## src/rtl/exception_coprocessor_pkg.sv

```systemverilog
// exception_coprocessor_pkg
//   Shared CP0 definitions: exception codes (Cause.ExcCode values), CP0
//   register numbers, SR/Cause bit positions and helpers that pack the
//   architectural register images returned by mfc0.
package exception_coprocessor_pkg;

  // Exception codes
  localparam logic [4:0] EXC_INT  = 5'd0;
  localparam logic [4:0] EXC_ADEL = 5'd4;
  localparam logic [4:0] EXC_ADES = 5'd5;
  localparam logic [4:0] EXC_SYS  = 5'd8;
  localparam logic [4:0] EXC_BP   = 5'd9;
  localparam logic [4:0] EXC_RI   = 5'd10;
  localparam logic [4:0] EXC_OV   = 5'd12;

  // CP0 register numbers
  localparam logic [4:0] CP0_SR    = 5'd12;
  localparam logic [4:0] CP0_CAUSE = 5'd13;
  localparam logic [4:0] CP0_EPC   = 5'd14;
  localparam logic [4:0] CP0_PRID  = 5'd15;

  // SR bit positions
  localparam int SR_IE     = 0;
  localparam int SR_EXL    = 1;
  localparam int SR_IM_LO  = 10;
  localparam int SR_IM_HI  = 15;

  // Cause bit positions
  localparam int CAUSE_EXC_LO = 2;
  localparam int CAUSE_EXC_HI = 6;
  localparam int CAUSE_IP_LO  = 10;
  localparam int CAUSE_IP_HI  = 15;
  localparam int CAUSE_BD     = 31;

  function automatic logic [31:0] sr_word(input logic [5:0] im,
                                          input logic       exl,
                                          input logic       ie);
    logic [31:0] w;
    w = '0;
    w[SR_IM_HI:SR_IM_LO] = im;
    w[SR_EXL]            = exl;
    w[SR_IE]             = ie;
    return w;
  endfunction

  function automatic logic [31:0] cause_word(input logic       bd,
                                             input logic [5:0] ip,
                                             input logic [4:0] exc);
    logic [31:0] w;
    w = '0;
    w[CAUSE_BD]                    = bd;
    w[CAUSE_IP_HI:CAUSE_IP_LO]     = ip;
    w[CAUSE_EXC_HI:CAUSE_EXC_LO]   = exc;
    return w;
  endfunction

endpackage

```

## src/rtl/exception_coprocessor.sv

```systemverilog
// exception_coprocessor
//   CP0 exception responder beside the memory stage. Arbitrates level
//   interrupts against the synchronous exception of the memory-stage
//   instruction, commits SR/Cause/EPC on accept, serves mfc0/mtc0 and eret.
// Ports:
//   clk, reset (async, active-low)
//   valid, exception, ExcCode[4:0], EPC_in[31:0], BD : memory-stage bundle
//   HWInt[5:0]        : level-sensitive interrupt lines
//   eret, we, addr[4:0], wdata[31:0] : eret / mtc0 controls
//   rdata[31:0]       : mfc0 data (combinational, pre-edge state)
//   handle_exception  : flush and redirect fetch this cycle
//   EPC_out[31:0]     : eret target
//   EXL               : handler in progress
module exception_coprocessor
  import exception_coprocessor_pkg::*;
#(
  parameter logic [31:0] PRID = 32'h5335_0052
) (
  input  logic        clk,
  input  logic        reset,
  input  logic        valid,
  input  logic        exception,
  input  logic [4:0]  ExcCode,
  input  logic [31:0] EPC_in,
  input  logic        BD,
  input  logic [5:0]  HWInt,
  input  logic        eret,
  input  logic        we,
  input  logic [4:0]  addr,
  input  logic [31:0] wdata,
  output logic [31:0] rdata,
  output logic        handle_exception,
  output logic [31:0] EPC_out,
  output logic        EXL
);

  logic [5:0]  im;
  logic        exl;
  logic        ie;
  logic [5:0]  ip;
  logic        cause_bd;
  logic [4:0]  cause_exc;
  logic [29:0] epc;

  logic int_req;
  logic exc_req;

  // Low EPC_in bits are forced to zero on commit.
  logic unused_epc_lo;
  assign unused_epc_lo = ^EPC_in[1:0];

  // IP is the registered copy of HWInt, so an interrupt is seen one edge
  // after the line rises.
  assign int_req          = valid & ie & ~exl & (|(im & ip));
  assign exc_req          = valid & exception & ~exl;
  assign handle_exception = int_req | exc_req;

  assign EXL     = exl;
  assign EPC_out = {epc, 2'b00};

  always_ff @(posedge clk or negedge reset) begin
    if (!reset) begin
      im        <= '0;
      exl       <= 1'b0;
      ie        <= 1'b0;
      ip        <= '0;
      cause_bd  <= 1'b0;
      cause_exc <= '0;
      epc       <= '0;
    end else begin
      ip <= HWInt;
      if (handle_exception) begin
        // Accept: the victim's eret/mtc0 never commits.
        exl       <= 1'b1;
        cause_bd  <= BD;
        cause_exc <= int_req ? EXC_INT : ExcCode;
        epc       <= EPC_in[31:2];
      end else begin
        if (we && addr == CP0_SR) begin
          im  <= wdata[SR_IM_HI:SR_IM_LO];
          exl <= wdata[SR_EXL];
          ie  <= wdata[SR_IE];
        end
        if (we && addr == CP0_EPC) begin
          epc <= wdata[31:2];
        end
        // Placed last so eret clears EXL even alongside an SR write.
        if (eret) begin
          exl <= 1'b0;
        end
      end
    end
  end

  always_comb begin
    rdata = '0;
    case (addr)
      CP0_SR:    rdata = sr_word(im, exl, ie);
      CP0_CAUSE: rdata = cause_word(cause_bd, ip, cause_exc);
      CP0_EPC:   rdata = {epc, 2'b00};
      CP0_PRID:  rdata = PRID;
      default:   rdata = '0;
    endcase
  end

endmodule

```

## config.mk

```make
export PLATFORM = sky130hd
export DESIGN_NAME = exception_coprocessor
export DESIGN_NICKNAME = d
export VERILOG_FILES = /design/src/rtl/exception_coprocessor_pkg.sv /design/src/rtl/exception_coprocessor.sv
export SDC_FILE = /design/constraint.sdc
export NUM_CORES = 1
export LEC_CHECK = 0
export ABC_AREA = 1
export CAP_MARGIN = 20
export CORE_MARGIN = 2
export CORE_UTILIZATION = 41
export DETAILED_ROUTE_END_ITERATION = 10
export GPL_ROUTABILITY_DRIVEN = 1
export PLACE_DENSITY_LB_ADDON = 0.1
export SYNTH_ARGS = -nofsm -noshare
export SYNTH_HDL_FRONTEND = slang
export SYNTH_SLANG_ARGS = --single-unit
```

## constraint.sdc

```tcl
create_clock -name clk -period 1.75 [get_ports clk]
set_clock_uncertainty 0.1 [all_clocks]
set_input_delay 0.2625 -clock clk [delete_from_list [all_inputs] [get_ports clk]]
set_output_delay 0.2625 -clock clk [all_outputs]
set_load 0.005 [all_outputs]
```

==> out/metrics.csv <==
metric,value,unit
outcome,completed,
netSwitchingFraction,32.9,%
cts_tree,yes,
drc,0,
p_sw,0.00127,W
clkTransAtPathRegs,100,ps
wirelength,11.7,mm
arrival,1360,ps
dp_hpwl,7.99,mm
cp-start-kind,input port,
powerDensity,742,nW/um^2
synth_edf_count,0,
grt_overflow_total,0,
io_buffer_count,148,
crit_path_end_kind,output pin,
cp_slowest_cell,clkdlybuf4s15_1,
first_pass_iters,4,
clock-sinks,50,
finalHoldViolations,0,
synth.top_cell.area_share,40.5,%
required,1390,ps
vias_per_cell,5.31,
io_pins,153,
diodes,0,
slowest_delay,210,ps
worst-path-buf-inv,4,
cts_buffers,5,
ant_nets,0,
avgSynthCellArea,6.82,um^2
reg2reg_depth,10,
tns,0,ps
grt_pass1_wl,18.5,mm
grt_pass1_vias,3714,
grt_max_degree,39,
ys_top_cells_by_area,"dfrtp_1, nand2_1, nand4_1",
cpMostUsedCell,clkdlybuf4s15_1,
cp_max_fo,5,
die_w,90.8,um
antenna_found_initial,0,
drv_cap,0,
areaGrowthSynthToFinish,67.6,%
start_util,42.4,%
yosysSeqAreaShare,40.5,%
synthArstFlopShare,100,%
path_depth,9,
ir_worst_vdd,0.394,mV
fillers,617,
path_cells,clkdlybuf4s15_1 > nand2_2 > buf_4 > nor2_4 > nand2_4 > clkinv_2 > nand2_1 > nand3_1 > clkdlybuf4s15_1,
synth.distinct_cells,20,
core,7290,um^2
root_buffer,clkbuf_8,
globalRouteTotalUtil,27.8,%
wl_per_cell,16.0,um
synth.most_common_cell,nand2_1,
yosys_warnings,0,
clk_latency,300,ps
dieArea,8250,um^2
whs_path_depth,1,
drt_iter0_drc,181,
yosys-top-cells-count,"nand2_1, nand4_1, nand3_1",
rows,31,
pwr-share-comb,37.5,%
setup_viol,0,
p_leak,2.75,nW
min_period,1730,ps
synth-seq-cells,50,
p_int,0.00258,W
fp.dieH,90.8,um
htree_levels,2,
vias,3871,
finalCritPeriodShare,98.6,%
synth_cells,453,
clk_path_buf_depth,2,
drive_gt1_share,17.9,%
slew_violations,0,
fmax,579,MHz
syn_area,3090,um^2
crit_family,buffers and inverters,
nets,716,
sequentialPowerShare,43.6,%
rsz0062_at_grt,yes,
crit_type,in -> out,
setup_ws,24.3,ps
hold_path.class,in -> reg,
yosys.area.top_type,dfrtp_1,
dp_slack,-570,ps
gp_congestion,0.840,
synthFlopType,dfrtp_1,
clkPwrFrac,18.9,%
power groups by stage:
stage                     Sequential, W  Combinational, W  Clock (W)
after detailed placement        0.00169           0.00138          0
final                           0.00168           0.00144   0.000726
after floorplan                 0.00164          0.000548          0
after global placement          0.00169           0.00134          0
after CTS                       0.00167           0.00143   0.000739
after global routing            0.00171           0.00159   0.000792
final cells by class:
cell class | instances | area (um^2) | share of cell area, %
repair inverters | 1 | 5.00 | 0.0966
flip-flops and latches | 50 | 1250 | 24.1
repair buffers | 206 | 1970 | 38.0
multi-input cells | 314 | 1530 | 29.6
clock inverters | 2 | 12.5 | 0.241
inverters | 51 | 204 | 3.94
clock buffers | 6 | 82.6 | 1.59
well taps | 99 | 124 | 2.39
kinds of logic (layout without fill, tap and decap cells):
family,after synthesis,count (layout),synth area share (%)
compound gates,7,7,1.58
buf+inv,90,266,13.0
flops,50,50,40.5
other cells,1,2,0.121
simple gates,305,305,44.9
repair_timing:
action                                  CTS  global route
hold buffers                              1             0
endpoints found under the hold margin    18             0
cloned                                    1             1
resized for setup                       106            29
pin swaps                                 7             4
setup buffers                            21             4
endpoints found under the setup margin   33            51
flip-flops by register name, indices dropped and copies added (netlist names):
register,flops
EXL,1
cause_bd,1
cause_exc,5
epc,30
ie,1
im,6
ip,6
cell usage in the layout (no fill, tap or decap), drive strengths merged, types with 11 or more instances in the layout:
master / instances
buf: 67
clkbuf: 11
clkdlybuf4s15: 13
clkdlybuf4s50: 109
dfrtp: 50
dlygate4sd2: 11
inv: 50
nand2: 169
nand3: 52
nand4: 67
nor2: 17
per-layer routing:
metal  vias to the layer above  global-route usage (%)  wire length (um)
li1                       1823                       -                 -
met1                      1824                    35.5              4760
met2                       201                    46.8              5590
met3                        23                    6.43              1080
met4                         0                    8.71               231
met5                         -                       0                 0
worst paths after layout:
path	end	startpoint	slack, ps
max	rdata[15]	addr[3]	20
max in group asynchronous	ip[0]	reset	670
max reg2reg	epc[24]	ip[3]	100
min in group asynchronous	epc[21]	reset	350
min	ip[1]	HWInt[1]	280
min reg2reg	im[4]	im[4]	420
per-stage QoR:
| step | hold slack [ps] | instances | power, W | util, % | area, um^2 |
|---|---|---|---|---|---|
| 2_1_floorplan | -133 | 454 | 0.00219 | - | 3100 |
| 3_3_place_gp | 142 | 694 | 0.00303 | 65.8 | 4800 |
| 3_5_place_dp | 143 | 694 | 0.00307 | 65.8 | 4800 |
| 4_1_cts | 281 | 724 | 0.00383 | 70.2 | 5120 |
| 5_1_grt | 283 | 729 | 0.00409 | 71.1 | 5180 |
| 6_report | 283 | 729 | 0.00385 | 71.1 | 5180 |
No activity file was read; power rests on OpenSTA's default activity.
